### src/rtl/tacos_alu_sequencer_if.sv
// tacos_alu_sequencer_if: command, unit-control and status signals between the register block and the sequencer
interface tacos_alu_sequencer_if;
  logic       cmd_valid;
  logic [3:0] cmd_op;
  logic       cmd_ready;
  logic       cmd_abort;
  logic       mul_start;
  logic       mul_b_sel;
  logic       mul_done;
  logic       mul_ovf;
  logic       sqrt_start;
  logic       sqrt_src_sel;
  logic       sqrt_valid;
  logic       c_we;
  logic [2:0] c_src;
  logic       busy;
  logic       done;
  logic       err_ovf;
  logic       err_timeout;
  logic       irq_en;
  logic       irq_clr;
  logic       irq;
  modport master (
    output cmd_valid, cmd_op, cmd_abort, mul_done, mul_ovf, sqrt_valid, irq_en, irq_clr,
    input  cmd_ready, mul_start, mul_b_sel, sqrt_start, sqrt_src_sel, c_we, c_src, busy, done,
           err_ovf, err_timeout, irq
  );
  modport slave (
    input  cmd_valid, cmd_op, cmd_abort, mul_done, mul_ovf, sqrt_valid, irq_en, irq_clr,
    output cmd_ready, mul_start, mul_b_sel, sqrt_start, sqrt_src_sel, c_we, c_src, busy, done,
           err_ovf, err_timeout, irq
  );
endinterface

### src/rtl/tacos_alu_sequencer.sv
// tacos_alu_sequencer: chains mul/sqrt unit invocations per opcode with abort, timeout and irq reporting
module tacos_alu_sequencer #(
  parameter int TIMEOUT = 255,
  parameter int TW      = 8
) (
  input logic                  clk,
  input logic                  rst,
  tacos_alu_sequencer_if.slave bus
);
  typedef enum logic [2:0] {IDLE, MUL1, MUL1_W, MUL2, MUL2_W, SQ, SQ_W, WB} state_t;
  state_t        state_q, state_d;
  logic [3:0]    op_q, op_d;
  logic [TW-1:0] cnt_q, cnt_d;
  logic          term_q, term_d, ovf_q, ovf_d, tmo_q, tmo_d, irq_q, irq_d;
  logic          accept, wait_st, comp, abort, tmo, chain, done;
  logic [2:0]    wb_src;
  assign accept  = bus.cmd_valid & (state_q == IDLE);
  assign wait_st = state_q inside {MUL1_W, MUL2_W, SQ_W};
  assign comp    = (state_q == SQ_W) ? bus.sqrt_valid : bus.mul_done;
  assign abort   = bus.cmd_abort & (state_q != IDLE);
  assign tmo     = wait_st & ~comp & (cnt_q == TW'(TIMEOUT));
  assign chain   = op_q[2:1] == 2'b11;
  // ops 2/3 write mul results, everything else below 8 picks quotient/remainder by bit 0
  assign wb_src  = op_q[3] ? 3'd4 : (op_q[2:1] == 2'b01) ? {1'b0, op_q[1:0]} : {2'b00, op_q[0]};
  always_comb begin
    state_d = state_q;
    case (state_q)
      IDLE:    state_d = !accept ? IDLE : bus.cmd_op[3] ? WB : bus.cmd_op[1] ? MUL1 : SQ;
      MUL1:    state_d = MUL1_W;
      MUL1_W:  state_d = !comp ? MUL1_W : chain ? MUL2 : WB;
      MUL2:    state_d = MUL2_W;
      MUL2_W:  state_d = comp ? SQ : MUL2_W;
      SQ:      state_d = SQ_W;
      SQ_W:    state_d = comp ? WB : SQ_W;
      default: state_d = IDLE;
    endcase
    if (abort || tmo) state_d = IDLE;
  end
  assign op_d   = accept ? bus.cmd_op : op_q;
  assign cnt_d  = wait_st ? cnt_q + TW'(1) : '0;
  assign term_d = (abort & (state_q != WB)) | tmo;
  assign ovf_d  = ~accept & (ovf_q | (wait_st & (state_q != SQ_W) & bus.mul_done & bus.mul_ovf & ~abort));
  assign tmo_d  = ~accept & (tmo_q | (tmo & ~abort));
  assign irq_d  = (done & bus.irq_en) | (irq_q & ~bus.irq_clr);
  always_ff @(posedge clk) begin
    if (rst) begin
      state_q <= IDLE;
      op_q    <= '0;
      cnt_q   <= '0;
      term_q  <= 1'b0;
      ovf_q   <= 1'b0;
      tmo_q   <= 1'b0;
      irq_q   <= 1'b0;
    end else begin
      state_q <= state_d;
      op_q    <= op_d;
      cnt_q   <= cnt_d;
      term_q  <= term_d;
      ovf_q   <= ovf_d;
      tmo_q   <= tmo_d;
      irq_q   <= irq_d;
    end
  end
  // abort/timeout end the op from IDLE with a registered done pulse
  assign done             = (state_q == WB) | term_q;
  assign bus.done         = done;
  assign bus.cmd_ready    = state_q == IDLE;
  assign bus.busy         = state_q != IDLE;
  assign bus.mul_start    = state_q inside {MUL1, MUL2};
  assign bus.mul_b_sel    = state_q inside {MUL2, MUL2_W};
  assign bus.sqrt_start   = state_q == SQ;
  assign bus.sqrt_src_sel = (state_q inside {SQ, SQ_W}) & op_q[2];
  assign bus.c_we         = (state_q == MUL2) | ((state_q == SQ) & chain) | ((state_q == WB) & ~bus.cmd_abort);
  assign bus.c_src        = (state_q == MUL2) ? 3'd2 : ((state_q == SQ) & chain) ? 3'd3 : (state_q == WB) ? wb_src : 3'd0;
  assign bus.err_ovf      = ovf_q;
  assign bus.err_timeout  = tmo_q;
  assign bus.irq          = irq_q;
endmodule

### src/flat_wrapper.sv
// flat-port wrapper written by rule: the top's interface ports become plain ports
module tacos_alu_sequencer_flat 
#(
  parameter int TIMEOUT = 255,
  parameter int TW      = 8
)
  (clk, rst, bus_cmd_valid, bus_cmd_op, bus_cmd_abort, bus_mul_done, bus_mul_ovf, bus_sqrt_valid, bus_irq_en, bus_irq_clr, bus_cmd_ready, bus_mul_start, bus_mul_b_sel, bus_sqrt_start, bus_sqrt_src_sel, bus_c_we, bus_c_src, bus_busy, bus_done, bus_err_ovf, bus_err_timeout, bus_irq);
  tacos_alu_sequencer_if bus_i ();
  input logic clk;
  input logic rst;
  input wire logic [$bits(bus_i.cmd_valid)-1:0] bus_cmd_valid;
  input wire logic [$bits(bus_i.cmd_op)-1:0] bus_cmd_op;
  input wire logic [$bits(bus_i.cmd_abort)-1:0] bus_cmd_abort;
  input wire logic [$bits(bus_i.mul_done)-1:0] bus_mul_done;
  input wire logic [$bits(bus_i.mul_ovf)-1:0] bus_mul_ovf;
  input wire logic [$bits(bus_i.sqrt_valid)-1:0] bus_sqrt_valid;
  input wire logic [$bits(bus_i.irq_en)-1:0] bus_irq_en;
  input wire logic [$bits(bus_i.irq_clr)-1:0] bus_irq_clr;
  output wire logic [$bits(bus_i.cmd_ready)-1:0] bus_cmd_ready;
  output wire logic [$bits(bus_i.mul_start)-1:0] bus_mul_start;
  output wire logic [$bits(bus_i.mul_b_sel)-1:0] bus_mul_b_sel;
  output wire logic [$bits(bus_i.sqrt_start)-1:0] bus_sqrt_start;
  output wire logic [$bits(bus_i.sqrt_src_sel)-1:0] bus_sqrt_src_sel;
  output wire logic [$bits(bus_i.c_we)-1:0] bus_c_we;
  output wire logic [$bits(bus_i.c_src)-1:0] bus_c_src;
  output wire logic [$bits(bus_i.busy)-1:0] bus_busy;
  output wire logic [$bits(bus_i.done)-1:0] bus_done;
  output wire logic [$bits(bus_i.err_ovf)-1:0] bus_err_ovf;
  output wire logic [$bits(bus_i.err_timeout)-1:0] bus_err_timeout;
  output wire logic [$bits(bus_i.irq)-1:0] bus_irq;
  assign bus_i.cmd_valid = bus_cmd_valid;
  assign bus_i.cmd_op = bus_cmd_op;
  assign bus_i.cmd_abort = bus_cmd_abort;
  assign bus_i.mul_done = bus_mul_done;
  assign bus_i.mul_ovf = bus_mul_ovf;
  assign bus_i.sqrt_valid = bus_sqrt_valid;
  assign bus_i.irq_en = bus_irq_en;
  assign bus_i.irq_clr = bus_irq_clr;
  assign bus_cmd_ready = bus_i.cmd_ready;
  assign bus_mul_start = bus_i.mul_start;
  assign bus_mul_b_sel = bus_i.mul_b_sel;
  assign bus_sqrt_start = bus_i.sqrt_start;
  assign bus_sqrt_src_sel = bus_i.sqrt_src_sel;
  assign bus_c_we = bus_i.c_we;
  assign bus_c_src = bus_i.c_src;
  assign bus_busy = bus_i.busy;
  assign bus_done = bus_i.done;
  assign bus_err_ovf = bus_i.err_ovf;
  assign bus_err_timeout = bus_i.err_timeout;
  assign bus_irq = bus_i.irq;
  tacos_alu_sequencer #(.TIMEOUT(TIMEOUT), .TW(TW)) u_core (.clk(clk), .rst(rst), .bus(bus_i));
endmodule
### config.mk
export PLATFORM = sky130hd
export DESIGN_NAME = tacos_alu_sequencer_flat
export DESIGN_NICKNAME = d
export VERILOG_FILES = /design/src/rtl/tacos_alu_sequencer_if.sv /design/src/rtl/tacos_alu_sequencer.sv /design/src/flat_wrapper.sv
export SDC_FILE = /design/constraint.sdc
export NUM_CORES = 1
export LEC_CHECK = 0
export BUFFER_PORTS_ARGS = -buffer_cell sky130_fd_sc_hd__buf_2
export CORE_ASPECT_RATIO = 0.6
export CORE_MARGIN = 2
export CORE_UTILIZATION = 45
export CTS_CLUSTER_DIAMETER = 80
export DETAILED_ROUTE_END_ITERATION = 12
export GPL_TIMING_DRIVEN = 0
export HOLD_SLACK_MARGIN = 0.08
export PLACE_DENSITY = 0.68
export SLEW_MARGIN = 25
export SYNTH_ARGS = -nofsm -noshare
export SYNTH_HDL_FRONTEND = slang
export SYNTH_SLANG_ARGS = --single-unit
export TNS_END_PERCENT = 5
### constraint.sdc
create_clock -name clk -period 1.97 [get_ports clk]
set_clock_uncertainty 0.1 [all_clocks]
set_input_delay 0.0985 -clock clk [delete_from_list [all_inputs] [get_ports clk]]
set_output_delay 0.0985 -clock clk [all_outputs]
set_load 0.05 [all_outputs]
==> run metrics, run 1 <==
status finished clean; pins over their slew limit 0; CP Max Fanout 10; Die Y 41.08 um; Clock Power Share 0.204; post-synthesis sequential area ratio 0.3689; worst vdd rail ir drop 0.0004961 V; area delta synth->final 26.94%; RePlAce Congestion 0.7301; worst min path class in -> reg; max-cap violation count 0; grt ovf 0; Max clock buf depth 2; Die Span X 65.80 um; slew of the pin with the lowest slew margin 0.6800 ns; P_int 0.7703 mW; commonest non-fill, non-tap cell in the layout buf_2; Setup TNS Final 0 ns; die area 0.002703 mm^2; final cycle utilization of the critical path 0.8992; Setup CP Type reg -> out; Cell variety after synth 39; synthesized flop and latch total 19; CP Data Arrival Time 1.57 ns; NetSw 0.5351 mW; Tot GR Track Use 0.2011; starting density of the core 0.4766; clock latency on the worst-skew pair 0.26 ns; Final Hold Vio Count 0; CP endpoint kind output pin; RR Startpoint u_core.state_q[0]; worst rel slew slack 0.5455; row count 13; Mapped Cells 131; pin count of the biggest net entering global routing 11; hold slack final 0.1568 ns; fill count 217; Most used DFF post-synth dfxtp_1; asr flop ratio synth 0; drt first pass iters 5; core box area 0.002163 mm^2; worst path required time 1.77 ns; Worst R2R Setup Slack 0.25 ns; final-stage net count 182; TritonCTS clock tree done; Leakage 0.5710 nW; cell area after synthesis 0.001031 mm^2; final wirelength 2521 um; post-DR wirelength/cell 12.80 um; clk sink count 19; unrepaired setup endpoints after global routing no; # diodes 0; detailed-route via count 1024; part of the power in registers 0.345; Sw Ratio 0.4099; dpl hpwl 1863 um; number of H-tree levels 1; I/O Pins 27; setup violators final 0; share of cells above drive strength 1 0.2335; leading area contributor after synthesis dfxtp_1; Post-CTS Setup Bufs 0; Post-DRT Antenna Nets 0; vias in the first global route 852; initial antenna violation count 0; WHS Path Cells 4; Final Util 0.6050; hold wc startpoint bus_sqrt_valid; hold worst-path end u_core.term_q; R2R depth 6; most frequent cells in the layout buf_2 (27), nand2_1 (22), dfxtp_1 (19); area share of the largest cell type after synthesis 0.3689; Setup crit start kind flip-flop; First DRT Iteration DRCs 77; leading post-synthesis cells by cell area dfxtp_1 (37%), nand2_1 (8.0%), nor2_1 (5.8%); CTS root buffer clkbuf_8; Max Freq 564.5 MHz; FF-to-FF End u_core.bus.irq; Clock transition at path regs 0.07 ns; net count after synthesis 145; Synth Warn # 0; Num CTS Buffers 3; Comb power frac 0.451; first-pass GRT wire length 3933 um; drt drc 0; routed vias/inst 5.198; fin crit period 1.771 ns; pwr/cell area 997.4 mW/mm^2; EDFF count, synth 0; Syn Area/Cell 7.870 um^2; # port buffers 26
-- cells by family after synthesis --
logic type,count (synthesis),share of synthesized area
multiplexers,3,0.03034
buffers and inverters,12,0.06432
AO/OA/AOI/OAI,23,0.1408
adder cells (fa/ha/maj),1,0.01213
AND/OR/NAND/NOR,67,0.3325
flip-flops,19,0.3689
XOR/XNOR,6,0.05098
-- registers in the layout, summed over array words and instances (netlist names) --
| name | cells |
|---|---|
| u_core.op_q | 4 |
| u_core.bus.err_timeout | 1 |
| u_core.term_q | 1 |
| u_core.bus.err_ovf | 1 |
| u_core.state_q | 3 |
| u_core.cnt_q | 8 |
| u_core.bus.irq | 1 |
-- worst max path at each step --
stage                                 start                end  depth (start not counted)
after floorplan           u_core.state_q[2]     u_core.op_q[0]                          6
after global placement    u_core.state_q[2]  u_core.state_q[2]                          4
after detailed placement  u_core.state_q[1]  u_core.state_q[2]                          5
after CTS                 u_core.state_q[0]     u_core.bus.irq                          7
after global routing      u_core.state_q[1]       bus_c_src[1]                          6
final                     u_core.state_q[2]           bus_c_we                          6
-- critical path: stages, from the launching register on --
cell      delay [ns]
dfxtp_1         0.33
buf_6           0.14
clkbuf_1        0.32
nand2_1         0.10
a32oi_1         0.16
nor2b_1         0.06
buf_2           0.21
-- cell usage after synthesis, types with 3 or more instances --
cell	instances
a21oi_1	10
and3_1	3
nor2_1	16
inv_1	4
dfxtp_1	19
xor2_1	3
nor3_1	3
nand2_1	22
clkbuf_1	3
nor2b_1	4
nand3_1	6
xnor2_1	3
-- area by class of cell --
| class | instances | area (um^2) | area share |
|---|---|---|---|
| multi-input combinational | 100 | 584.3 | 0.4465 |
| sequential | 19 | 380.4 | 0.2906 |
| timing repair buffer | 33 | 200.2 | 0.1530 |
| buffer | 7 | 46.29 | 0.03537 |
| clock buffer | 4 | 45.04 | 0.03442 |
| tap | 30 | 37.54 | 0.02868 |
| inverter | 4 | 15.01 | 0.01147 |
-- metal layers --
layer	global-route usage	wire length [um]	share of wire
met1	0.2841	1275	0.51
met2	0.3106	1084	0.43
met3	0.04945	147	0.058
met4	0.04688	13	0.0052
met5	0	0	0
-- power groups by stage --
| stage | Clock (mW) | Sequential (mW) | Combinational (mW) |
|---|---|---|---|
| finish | 0.266 | 0.450 | 0.589 |
| detailed placement | 0 | 0.458 | 0.581 |
| CTS | 0.270 | 0.449 | 0.595 |
| global placement | 0 | 0.456 | 0.564 |
| global route | 0.290 | 0.454 | 0.636 |
| floorplan | 0 | 0.458 | 0.453 |
-- what timing repair did --
item	in CTS	in global routing
hold endpoints to repair	6	0
resized for setup	0	0
hold buffers	7	0
setup endpoints to repair	0	1
-- metrics by stage --
stage	std cells	setup slack (ns)	cell area, um^2	power, mW
after floorplan	131	0.1665	1031	0.9111
after global placement	187	0.3792	1199	1.020
after CTS	198	0.1111	1314	1.314
final	197	0.1985	1309	1.305
after global routing	197	0.09094	1309	1.380
after detailed placement	187	0.3848	1199	1.039
(Power assumes the default switching activity.)
==> run 2, diff against run 1 <==
--- a/config.mk
+++ b/config.mk
@@ -10,10 +10,11 @@
 export CORE_MARGIN = 2
 export CORE_UTILIZATION = 45
 export CTS_CLUSTER_DIAMETER = 80
+export CTS_CLUSTER_SIZE = 10
 export DETAILED_ROUTE_END_ITERATION = 12
 export GPL_TIMING_DRIVEN = 0
 export HOLD_SLACK_MARGIN = 0.08
-export PLACE_DENSITY = 0.68
+export PLACE_DENSITY = 0.7
 export SLEW_MARGIN = 25
 export SYNTH_ARGS = -nofsm -noshare
 export SYNTH_HDL_FRONTEND = slang
==> constraint.sdc (replaced) <==
create_clock -name clk -period 1.5 [get_ports clk]
set_clock_uncertainty 0.1 [all_clocks]
set_input_delay 0.075 -clock clk [delete_from_list [all_inputs] [get_ports clk]]
set_output_delay 0.075 -clock clk [all_outputs]
set_load 0.05 [all_outputs]
==> run 2 against run 1 <==
The run now ends with negative setup slack left; hold slack lost 0.043 ns; die area is the same; total power grew 48%; core utilization grew 6.8 points; via count grew 3.4%; count of clock-buffer cells in the layout shrank 1; critical path type unchanged; critical endpoint is now bus_c_src[1].
==> run metrics, run 2 (synthesis gave the netlist of run 1 again) <==
status complete, but fails checks; failing checks negative setup slack; CTS root buffer clkbuf_8; final-stage net count 185; starting density of the core 0.4766; pins over their slew limit 0; Top Registers u_core.cnt_q (8), u_core.op_q (4), u_core.state_q (3); slew of the pin with the lowest slew margin 0.4608 ns; unrepaired setup endpoints after global routing yes; Max clock buf depth 2; commonest non-fill, non-tap cell in the layout nand2_1; sequential cell area 382.9 um^2; grt ovf 0; multi-input logic area 620.6 um^2; clock latency on the worst-skew pair 0.26 ns; Buf/Inv on CP 1; number of H-tree levels 1; I/O Pins 27; CP endpoint kind output pin; Setup TNS Final -0.3168 ns; Post-DRT Antenna Nets 0; first-pass GRT wire length 3974 um; pwr/cell area 1326 mW/mm^2; RePlAce Congestion 0.7320; largest reg by FF count u_core.cnt_q; WP depth 5; Num CTS Buffers 3; Worst path slowest cell dfxtp_2; pin count of the biggest net entering global routing 12; CP Data Arrival Time 1.45 ns; Final Hold Vio Count 0; share of cells above drive strength 1 0.3235; Clock transition at path regs 0.07 ns; max-cap violation count 0; First DRT Iteration DRCs 64; fin crit period 1.622 ns; Tot GR Track Use 0.2076; detailed-route via count 1059; Die Span X 65.80 um; Max Freq 616.6 MHz; Setup crit start kind flip-flop; final setup margin -0.1219 ns; # diodes 0; TritonCTS clock tree done; CP Max Fanout 7; initial antenna violation count 0; R2R depth 5; worst vdd rail ir drop 0.0009646 V; Leakage 0.6020 nW; max reg flops 8; most frequent cells in the layout nand2_1 (22), dfxtp_1 (17), buf_2 (16); clk sink count 19; routed vias/inst 5.295; core box area 0.002163 mm^2; overall power 1.929 mW; dpl hpwl 1830 um; Setup CP Type reg -> out; final wirelength 2716 um; final cycle utilization of the critical path 1.081; # port buffers 26; WHS Path Cells 4; setup violators final 6; area delta synth->final 41.14%; post-DR wirelength/cell 13.58 um; worst path required time 1.32 ns; die area 0.002703 mm^2; drt drc 0; crit-path cells and2b_2 > a22o_1 > a21oi_2 > nor2b_2 > buf_6; vias in the first global route 877; worst min path class in -> reg; row count 13; worst rel slew slack 0.6915; drt first pass iters 4; Max stage delay on crit path 0.36 ns; fill count 168; Crit path max-delay family compound AO/OA/AOI/OAI gates; Die Y 41.08 um
run 2: cell count changes in the layout (fill, tap and decap cells not counted), moves of 4 or more:
cell,before,now
buf_4,1,5
buf_8,0,4
buf_2,27,16
buf_6,2,7
run 2: where the power goes:
| part | switching [mW] | internal (mW) |
|---|---|---|
| combinational | 0.549 | 0.404 |
| sequential | 0.0546 | 0.558 |
| clock | 0.177 | 0.185 |
run 2: cell type report:
cell class                 instances  share of cell area
inverter                           4             0.01290
clock buffer                       3             0.02837
timing repair buffer              36              0.1909
sequential                        19              0.2631
tap                               30             0.02580
buffer                             7             0.04901
multi-input combinational        100              0.4265
clock inverter                     1            0.003439
run 2: per-layer routing:
layer  track usage  wire [um]  up-vias
li1              -          -      525
met1        0.2785       1298      506
met2        0.3384       1292       26
met3       0.04945        106        2
met4       0.06250         19        0
met5             0          0        -
run 2: what timing repair did:
item,in CTS,in global routing
resized for setup,24,14
endpoints found under the hold margin,8,0
setup endpoints to repair,19,22
buffers inserted,3,0
hold buffers,7,0
pin swaps,4,4
run 2: stage by stage:
step | cell area, um^2 | hold WS [ns] | instances | setup slack, ns | util
after floorplan | 1037 | 0.1110 | 131 | -0.1324 | -
after global placement | 1205 | 0.2161 | 187 | -0.08900 | 0.5570
after detailed placement | 1205 | 0.2240 | 187 | -0.1142 | 0.5570
after CTS | 1421 | 0.1064 | 201 | -0.1082 | 0.6570
after global routing | 1455 | 0.1433 | 200 | -0.1512 | 0.6726
final | 1455 | 0.1135 | 200 | -0.1219 | 0.6726
run 2: path summary, 6_finish.rpt:
check | from | to | slack, ns
hold / removal | bus_cmd_valid | u_core.op_q[3] | 0.11
setup reg to reg | u_core.state_q[0] | u_core.state_q[2] | 0.01
setup / recovery | u_core.state_q[2] | bus_c_src[1] | -0.12
hold reg to reg | u_core.cnt_q[0] | u_core.cnt_q[0] | 0.36
run 2: worst register-to-register path, stage by stage (launching register included):
cell      delay [ns]
dfxtp_1         0.33
buf_6           0.14
nand3b_1        0.19
mux2i_2         0.19
a311oi_2        0.28
a21boi_1        0.20
==> run 3, diff against run 2 <==
--- a/config.mk
+++ b/config.mk
@@ -12,7 +12,6 @@
 export CTS_CLUSTER_DIAMETER = 80
 export CTS_CLUSTER_SIZE = 10
 export DETAILED_ROUTE_END_ITERATION = 12
-export GPL_TIMING_DRIVEN = 0
 export HOLD_SLACK_MARGIN = 0.08
 export PLACE_DENSITY = 0.7
 export SLEW_MARGIN = 25
==> constraint.sdc (replaced) <==
create_clock -name clk -period 1.5 [get_ports clk]
set_clock_uncertainty 0.1 [all_clocks]
set_input_delay 0.075 -clock clk [delete_from_list [all_inputs] [get_ports clk]]
set_output_delay 0.075 -clock clk [all_outputs]
set_load 0.02 [all_outputs]
==> run 3 against run 2 <==
The run still ends with negative setup slack left; sequential power up 2%; final cell count up 2.0%; register-to-register slack worse by 0.02 ns; critical path type unchanged; critical endpoint unchanged; highest routed layer unchanged.
==> run metrics, run 3 (synthesis gave the netlist of run 1 again) <==
part of the power in registers 0.358; grt ovf 0; max reg flops 8; Setup CP Type reg -> out; max-cap violation count 0; Die Span X 65.80 um; P_int 1.126 mW; status complete, but fails checks; overall power 1.754 mW; NetSw 0.6272 mW; Post-DRT Antenna Nets 0; Num CTS Buffers 3; CTS root buffer clkbuf_8; drt first pass iters 6; largest reg by FF count u_core.cnt_q; number of H-tree levels 1; commonest non-fill, non-tap cell in the layout nand2_1; share of cells above drive strength 1 0.3391; Final Util 0.6657; pwr/cell area 1218 mW/mm^2; RePlAce Congestion 0.7875; Max Freq 645.2 MHz; placed cells 186; Comb power frac 0.436; Clock Power Share 0.206; clk sink count 19; first-pass GRT wire length 4057 um; post-DR wirelength/cell 13.50 um; area delta synth->final 39.68%; die area 0.002703 mm^2; final wirelength 2753 um; Final Hold Vio Count 0; CP Data Arrival Time 1.37 ns; Clock transition at path regs 0.07 ns; most frequent cells in the layout nand2_1 (22), buf_2 (21), dfxtp_1 (16); final std cells w/o fill 204; core box area 0.002163 mm^2; final cycle utilization of the critical path 1.033; TritonCTS clock tree done; Tot GR Track Use 0.2098; routed vias/inst 5.191; worst vdd rail ir drop 0.0007861 V; starting density of the core 0.4766; # diodes 0; clock latency on the worst-skew pair 0.26 ns; worst path required time 1.32 ns; Sw Ratio 0.3576; pin count of the biggest net entering global routing 12; I/O Pins 27; dpl hpwl 1871 um; fin crit period 1.550 ns; detailed-route via count 1059; Max clock buf depth 2; worst min path class in -> reg; Top Registers u_core.cnt_q (8), u_core.op_q (4), u_core.state_q (3); pins over their slew limit 0; final setup margin -0.04984 ns; setup violators final 6; slew of the pin with the lowest slew margin 0.3592 ns; hold slack final 0.1384 ns; unrepaired setup endpoints after global routing yes; Die Y 41.08 um; First DRT Iteration DRCs 37; final-stage net count 189; Leakage 0.6207 nW; worst rel slew slack 0.7587; Setup crit start kind flip-flop; CP Max Fanout 4; # port buffers 26; row count 13; initial antenna violation count 0; vias in the first global route 852; failing checks negative setup slack; drt drc 0; CP endpoint kind output pin
-- run 3: cell count changes in the layout (fill, tap and decap cells not counted), moves of 2 or more --
cell / delta
buf_2: +5
buf_4: +7
buf_8: -4
clkbuf_1: -2
clkbuf_4: -2
dfxtp_2: -2
dfxtp_4: +3
-- run 3: critical path: stages (launching register included) --
cell and delay [ns]:
dfxtp_4 0.38, and2b_1 0.21, a22o_1 0.22, a21oi_2 0.11, nor2b_1 0.05, buf_4 0.15
-- run 3: power by group through the flow --
stage                     clock (mW)  sequential, mW  combinational, mW
after detailed placement           0           0.643              0.589
after floorplan                    0           0.595              0.475
after global routing           0.379           0.635              0.833
after CTS                      0.362           0.621              0.737
final                          0.361           0.628              0.764
after global placement             0           0.641              0.578
-- run 3: repair_timing --
action / CTS / global route
hold buffers: 8 / 0
pin swaps: 3 / 2
setup endpoints to repair: 11 / 14
endpoints found under the hold margin: 7 / 0
setup buffers: 6 / 0
gates resized for setup: 15 / 8
-- run 3: path summary, 6_finish.rpt --
path | start | endpoint | slack, ns | cells after the start
worst max-delay path | u_core.state_q[1] | bus_c_src[1] | -0.05 | 5
worst min-delay path | bus_cmd_valid | u_core.op_q[0] | 0.14 | 4
worst min register to register | u_core.bus.err_timeout | u_core.bus.err_timeout | 0.36 | 2
worst max register to register | u_core.state_q[1] | u_core.state_q[0] | -0.01 | 5
-- run 3: per-stage QoR --
stage / worst slack, ns / setup TNS (ns) / instance area (um^2)
final: -0.04984 / -0.09705 / 1440
after global routing: -0.1023 / -0.6189 / 1440
after detailed placement: -0.1498 / -0.4001 / 1200
after CTS: -0.02065 / -0.04290 / 1416
after floorplan: 0.07409 / 0 / 1031
after global placement: -0.05248 / -0.1299 / 1200
-- run 3: area by class of cell --
| type | instances | area, um^2 |
|---|---|---|
| Multi-Input combinational cell | 100 | 606.8 |
| Sequential cell | 19 | 391.6 |
| Tap cell | 30 | 37.54 |
| Clock buffer | 3 | 41.29 |
| Clock inverter | 1 | 5.005 |
| Fill cell | 185 | 723.2 |
| Inverter | 4 | 15.01 |
| Timing Repair Buffer | 47 | 342.8 |
-- run 3: per-layer routing --
metal	part of all wire	GRT usage
met5	0	0
met4	0.011	0.05729
met3	0.064	0.04945
met2	0.44	0.3232
met1	0.48	0.2962
